File: src/rtl/aes_decrypt_sequencer.sv
// aes_decrypt_sequencer
// Control FSM for the AES-128 decryption datapath. It sequences key expansion,
// ciphertext load, the initial AddRoundKey, NUM_ROUNDS-1 full inverse rounds
// (InvShiftRows, InvSubBytes, AddRoundKey, InvMixColumns one column per cycle)
// and a final round without InvMixColumns. It then writes the result and
// reports Done.
// Optional feature macro: AES_SEQ_ABORT_EN. When defined, dropping AES_START
// while busy aborts the run. No result is written and Done is not raised.
module aes_decrypt_sequencer #(
  parameter int NUM_ROUNDS    = 10,  // 2..15
  parameter int KEYEXP_CYCLES = 12   // 1..255
) (
  input  logic       CLK,
  input  logic       RESET_N,
  input  logic       AES_START,
  output logic       KEYEXP_GO,
  output logic       LOAD_STATE,
  output logic [2:0] OP_SEL,
  output logic [3:0] ROUND_IDX,
  output logic [1:0] MIX_COL,
  output logic       STATE_WE,
  output logic       RESULT_WE,
  output logic       BUSY,
  output logic       AES_DONE
);

  localparam logic [2:0] OP_NOP       = 3'd0;
  localparam logic [2:0] OP_ADD_KEY   = 3'd1;
  localparam logic [2:0] OP_INV_SHIFT = 3'd2;
  localparam logic [2:0] OP_INV_SUB   = 3'd3;
  localparam logic [2:0] OP_INV_MIX   = 3'd4;

  localparam logic [7:0] KEYEXP_LAST = 8'(KEYEXP_CYCLES - 1);
  localparam logic [3:0] ROUND_TOP   = 4'(NUM_ROUNDS);
  localparam logic [3:0] ROUND_FIRST = 4'(NUM_ROUNDS - 1);

  typedef enum logic [3:0] {
    S_IDLE,
    S_KEYEXP,
    S_LOAD,
    S_ARK0,
    S_ISR,
    S_ISB,
    S_ARK,
    S_IMC,
    S_WRITE,
    S_DONE
  } state_t;

  state_t     state_q, state_d;
  logic [7:0] kcnt_q, kcnt_d;    // key-expansion wait counter
  logic [3:0] r_q, r_d;          // round counter
  logic [1:0] c_q, c_d;          // InvMixColumns column counter
  logic       keygo_q, keygo_d;  // registered so the pulse has no path from AES_START

  // Next-state and counter updates.
  always_comb begin
    state_d = state_q;
    kcnt_d  = kcnt_q;
    r_d     = r_q;
    c_d     = c_q;
    keygo_d = 1'b0;
    case (state_q)
      S_IDLE: begin
        // Only reachable after AES_START was sampled low, so any high level
        // seen here is a fresh start request.
        if (AES_START) begin
          state_d = S_KEYEXP;
          kcnt_d  = 8'd0;
          keygo_d = 1'b1;
        end
      end
      S_KEYEXP: begin
        if (kcnt_q == KEYEXP_LAST) begin
          state_d = S_LOAD;
        end else begin
          kcnt_d = kcnt_q + 8'd1;
        end
      end
      S_LOAD: state_d = S_ARK0;
      S_ARK0: begin
        r_d     = ROUND_FIRST;
        state_d = S_ISR;
      end
      S_ISR: state_d = S_ISB;
      S_ISB: state_d = S_ARK;
      S_ARK: begin
        // Round 0 is the final round and skips InvMixColumns.
        if (r_q == 4'd0) begin
          state_d = S_WRITE;
        end else begin
          c_d     = 2'd0;
          state_d = S_IMC;
        end
      end
      S_IMC: begin
        if (c_q == 2'd3) begin
          r_d     = r_q - 4'd1;
          state_d = S_ISR;
        end else begin
          c_d = c_q + 2'd1;
        end
      end
      S_WRITE: state_d = S_DONE;
      S_DONE: begin
        if (!AES_START) begin
          state_d = S_IDLE;
        end
      end
      default: state_d = S_IDLE;
    endcase
`ifdef AES_SEQ_ABORT_EN
    // Abort: a low start level in any busy state returns to IDLE without
    // passing through WRITE, so the result registers are never touched.
    if (state_q != S_IDLE && state_q != S_DONE && !AES_START) begin
      state_d = S_IDLE;
      keygo_d = 1'b0;
    end
`endif
  end

  // State and counter registers with synchronous active-low reset.
  always_ff @(posedge CLK) begin
    if (!RESET_N) begin
      state_q <= S_IDLE;
      kcnt_q  <= 8'd0;
      r_q     <= 4'd0;
      c_q     <= 2'd0;
      keygo_q <= 1'b0;
    end else begin
      state_q <= state_d;
      kcnt_q  <= kcnt_d;
      r_q     <= r_d;
      c_q     <= c_d;
      keygo_q <= keygo_d;
    end
  end

  // Output decode from state and counters only.
  always_comb begin
    KEYEXP_GO  = 1'b0;
    LOAD_STATE = 1'b0;
    OP_SEL     = OP_NOP;
    ROUND_IDX  = 4'd0;
    MIX_COL    = 2'd0;
    STATE_WE   = 1'b0;
    RESULT_WE  = 1'b0;
    BUSY       = 1'b1;
    AES_DONE   = 1'b0;
    case (state_q)
      S_IDLE:   BUSY = 1'b0;
      S_KEYEXP: KEYEXP_GO = keygo_q;
      S_LOAD: begin
        LOAD_STATE = 1'b1;
        STATE_WE   = 1'b1;
      end
      S_ARK0: begin
        OP_SEL    = OP_ADD_KEY;
        ROUND_IDX = ROUND_TOP;
        STATE_WE  = 1'b1;
      end
      S_ISR: begin
        OP_SEL   = OP_INV_SHIFT;
        STATE_WE = 1'b1;
      end
      S_ISB: begin
        OP_SEL   = OP_INV_SUB;
        STATE_WE = 1'b1;
      end
      S_ARK: begin
        OP_SEL    = OP_ADD_KEY;
        ROUND_IDX = r_q;
        STATE_WE  = 1'b1;
      end
      S_IMC: begin
        OP_SEL   = OP_INV_MIX;
        MIX_COL  = c_q;
        STATE_WE = 1'b1;
      end
      S_WRITE:  RESULT_WE = 1'b1;
      S_DONE: begin
        BUSY     = 1'b0;
        AES_DONE = 1'b1;
      end
      default:  BUSY = 1'b0;
    endcase
  end

endmodule

File: config.mk
export PLATFORM = sky130hd
export DESIGN_NAME = aes_decrypt_sequencer
export DESIGN_NICKNAME = d
export VERILOG_FILES = /design/src/rtl/aes_decrypt_sequencer.sv
export SDC_FILE = /design/constraint.sdc
export NUM_CORES = 1
export LEC_CHECK = 0
export CELL_PAD_IN_SITES_DETAIL_PLACEMENT = 0
export CELL_PAD_IN_SITES_GLOBAL_PLACEMENT = 2
export CORE_MARGIN = 2
export CORE_UTILIZATION = 33
export DETAILED_ROUTE_END_ITERATION = 8
export PLACE_DENSITY = 0.89
export SYNTH_ARGS = -nofsm -noshare
export SYNTH_HDL_FRONTEND = slang
export SYNTH_SLANG_ARGS = --single-unit
File: constraint.sdc
create_clock -name CLK -period 3.13 [get_ports CLK]
set_input_delay 0.626 -clock CLK [delete_from_list [all_inputs] [get_ports CLK]]
set_output_delay 0.626 -clock CLK [all_outputs]
set_load 0.03 [all_outputs]
Word-level counts from Yosys, hierarchy flattened. Index checks and enable logic that the tools add are counted.

Bits of input ports: 3. Bits in registers: 19. Output and inout port bits: 15. Logic and storage cells: 63.

Add/subtract/negate cells: 3. Equal/unequal tests: 18. Reductions and logical operators: 13. Mux-type cells: 24.

Operators by type and width (number): $pmux W4 S10 (1); $mux W4 (6); $eq A4 B3 Y1 const B (4); $mux W8 (2); $pmux W4 S2 (2); $pmux W8 S2 (1); $ne A2 B2 Y1 const B (7); $pmux W3 S4 (1); $add A8 B1 Y8 const B (1); $eq A4 B2 Y1 const B (2); $eq A4 B4 Y1 const B (2); $eq A8 B4 Y1 const B (1); $logic_not A4 Y1 (2); $reduce_or A8 Y1 (1); $mux W1 (7); $mux W2 (3); $reduce_and A3 Y1 (2); $reduce_bool A2 Y1 (3); $reduce_or A6 Y1 (1); $eq A4 B1 Y1 const B (1); $pmux W2 S2 (1); $reduce_and A2 Y1 (2); $reduce_and A4 Y1 (1); $sub A4 B1 Y4 const B (1); other kinds (3) (3).

Depth between registers and ports, before layout.
Word-level depth: 3. Mapped depth: 6.

Worst setup path after synthesis. Ideal clock, no wire load.

Path type: reg-to-output. From: register state_q[2]. To: output port OP_SEL[1]. Arrival: 1.469 ns. Buffers on the path: 1. Path slack: 1.035 ns. Required time: 2.504 ns. Cell stages (with the launch flop): 3. Path through: dfxtp_1 clkbuf_1 nor3b_1.

Cells in the longest elaborated chain, start to end: 3.

RTL lines: from (decl) (RTL line 50) `state_t state_q, state_d;`; from (signal assigned) (RTL line 131) `state_q <= state_d;`; $eq A4 B3 Y1 / $eq A4 B2 Y1 (equally long branches) (RTL line 150) `case (state_q)`; $reduce_or A2 Y1 (no source line); $pmux W3 S4 * (RTL line 150); to (decl) (RTL line 18) `output logic [2:0] OP_SEL,`.

Every way passes the cells marked *; elsewhere a longest branch is shown, timed or not.

Worst setup path in the final report.
From: register state_q[1]. To: output port MIX_COL[1].

Cells in the longest elaborated chain, start to end: 2.

RTL lines: $eq A4 B3 Y1 (RTL line 150); $mux W2 (RTL line 150); to (decl) (RTL line 20) `output logic [1:0] MIX_COL,`.

Every way passes these cells.

==> results.yml <==
status:
  outcome: "completed"
floorplan:
  die_h_um: 64.62
  start_util_pct: 33.62
  die_w_um: 64.62
  die_area_mm2: 0.004175
  io_pins: 18
  core_mm2: 0.003606
  num_rows: 22
placed_design:
  place_congestion: 0.8244
  placed_area_mm2: 0.001395
  hpwl_um: 1892
  port_buffers: 17
cells_and_area:
  fin_nets: 171
  antenna_cells: 0
  n_fill_cell: 353
  multi_input_area_um2: 758.2
  syn_to_final_growth_pct: 18.89
  layout.area.seq_um2: 380.4
  postLayoutCoreUtil_pct: 39.97
  drive_gt1_share_pct: 8.589
  final_cell_area_mm2: 0.001441
clocking:
  clkTransAtPathRegs_ns: 0.07
  cts_resized: 0
  cts_buffers: 3
  clock_latency_ns: 0.25
  clk_path_buf_depth: 2
  clock-sinks: 19
  cts_tree: "built"
  post_cts_buffers: 0
  h-tree-depth: 1
  postCtsHoldBufs: 0
  cts-root-buf: "clkbuf_8"
drt:
  wl_per_cell_um: 12.77
  drt_pass1_iterations: 4
  drc_errors: 0
  viasPerCell: 5.227
  drtIter0Drc: 48
  vias: 1103
  ant_nets: 0
  wirelength_um: 2694
power_and_ir_drop:
  p_per_area_mw_per_mm2: 376.5
  ir_drop_uv: 108.6
  leakage_uw: 0.0005154
sta:
  worst_pin_slew_ns: 0.7010
  finalCritPeriodShare_pct: 90.46
  hold_viol: 0
  holdWs_ns: 0.5027
  setup_viol: 0
  rsz0062_at_grt: "no"
  max_freq_ghz: 0.3532
  fin_crit_ns: 2.831
  clock_skew_ns: 0.004917
  slew_violations: 0
  slew_headroom_pct: 53.16
  fin_tns_setup_ns: 0
synth:
  synthTopCellsByArea: "dfxtp_1 31%, nand2_1 5.3%, a21oi_1 5.0%"
  synth_cells: 151
  synth_top_cell_area_share_pct: 31.37
  ys_async_sr_fraction_pct: 0
  synth_edf_count: 0
  synth_largest_area_cell: "dfxtp_1"
  yosys_warnings: 0
  yosysSeqAreaShare_pct: 31.37
  synth-main-ff-cell: "dfxtp_1"
  synth_seq_cells: 19
  netlist-cell-type-count: 42
  avgSynthCellArea_um2: 8.029
  synth_fp_nets: 158
  synth_common_cells: "19 x dfxtp_1, 17 x nand2_1, 12 x a21oi_1, 12 x nand3_1"
  syn_area_mm2: 0.001212
  post-synth-top-count-cell: "dfxtp_1"
setup_path:
  critPathMaxFanout: 17
  worstPathRequired_ns: 2.50
  worstSetupEndpointType: "primary output"
  cp-start-kind: "flop"
  arrival_ns: 2.21
  crit_type: "flop to primary output"
global_routing:
  grtUsageTotal_pct: 14.48
  busiest_layer: "met2"
  grt_pass1_vias: 1048
  grt_util_met3_pct: 1.563
  gr-total-overflow: 0
  grt_pass1_wl_um: 4871
  use_met1_pct: 19.76
  grt_start_max_net_pins: 19
  met2_usage_pct: 23.18
  antenna_found_initial: 0
job:
  max_cap_viol_count: 0
hold_path:
  min_path_type: "flop to flop"
==> flip-flops by register name, summed over array words and instances (netlist names) <==
| name | cells |
|---|---|
| kcnt_q | 8 |
| r_q | 4 |
| state_q | 4 |
| c_q | 2 |
| keygo_q | 1 |
==> logic make-up after synthesis <==
group	synth area share (%)
AO/OA/AOI/OAI	17.85
XOR/XNOR	2.890
adder cells (fa/ha/maj)	4.128
buffers and inverters	6.089
flip-flops	31.37
AND/OR/NAND/NOR	37.67
==> critical path, cell delays in order (launching register included) <==
cell and delay [ns]:
dfxtp_1 0.67, and4b_1 0.45, and2_1 0.18, clkdlybuf4s50_1 0.66
==> path summary, 6_finish.rpt <==
path	start	endpoint	slack [ns]	cells after the start
setup reg to reg	kcnt_q[2]	state_q[0]	1.19	4
setup / recovery	state_q[1]	MIX_COL[1]	0.30	3
hold / removal	c_q[1]	c_q[1]	0.50	2
hold reg to reg	c_q[1]	c_q[1]	0.50	2
==> per-layer routing <==
layer / vias to the layer above / part of all wire [%]
li1: 568 / -
met1: 509 / 51
met2: 24 / 45
met3: 2 / 2.3
met4: 0 / 1.0
met5: - / 0
==> where the power goes <==
group          internal (uW)  leakage [uW]  switching (uW)
Combinational           43.0      0.000336            66.0
Sequential               248      0.000154            12.8
Clock                   88.4     0.0000255            84.0
==> final cells by class <==
cell class	count	area share, %
clock buffer	3	2.865
sequential	19	26.39
multi-input combinational	117	52.60
tap	48	4.167
timing repair buffer	18	12.33
clock inverter	1	0.3472
inverter	5	1.302
==> stage by stage <==
| stage | instances | power, uW | setup WS, ns |
|---|---|---|---|
| 2_1_floorplan | 151 | 346.8 | 1.035 |
| 3_3_place_gp | 207 | 373.2 | 0.6386 |
| 3_5_place_dp | 207 | 375.7 | 0.5830 |
| 4_1_cts | 211 | 547.8 | 0.3034 |
| 5_1_grt | 211 | 574.8 | 0.1484 |
| 6_report | 211 | 542.6 | 0.2987 |
==> cells in the final DEF, fill, tap and decap left out, types with 5 or more instances in the layout <==
master,Yosys,layout
nand2_1,17,17
inv_1,5,5
nor3_1,5,5
nand3_1,12,12
nor2_1,6,6
dfxtp_1,19,19
and2_1,7,7
o21ai_0,7,7
clkdlybuf4s50_1,0,17
and3_1,7,7
a21oi_1,12,12
Power figures use the tool's default switching activity.
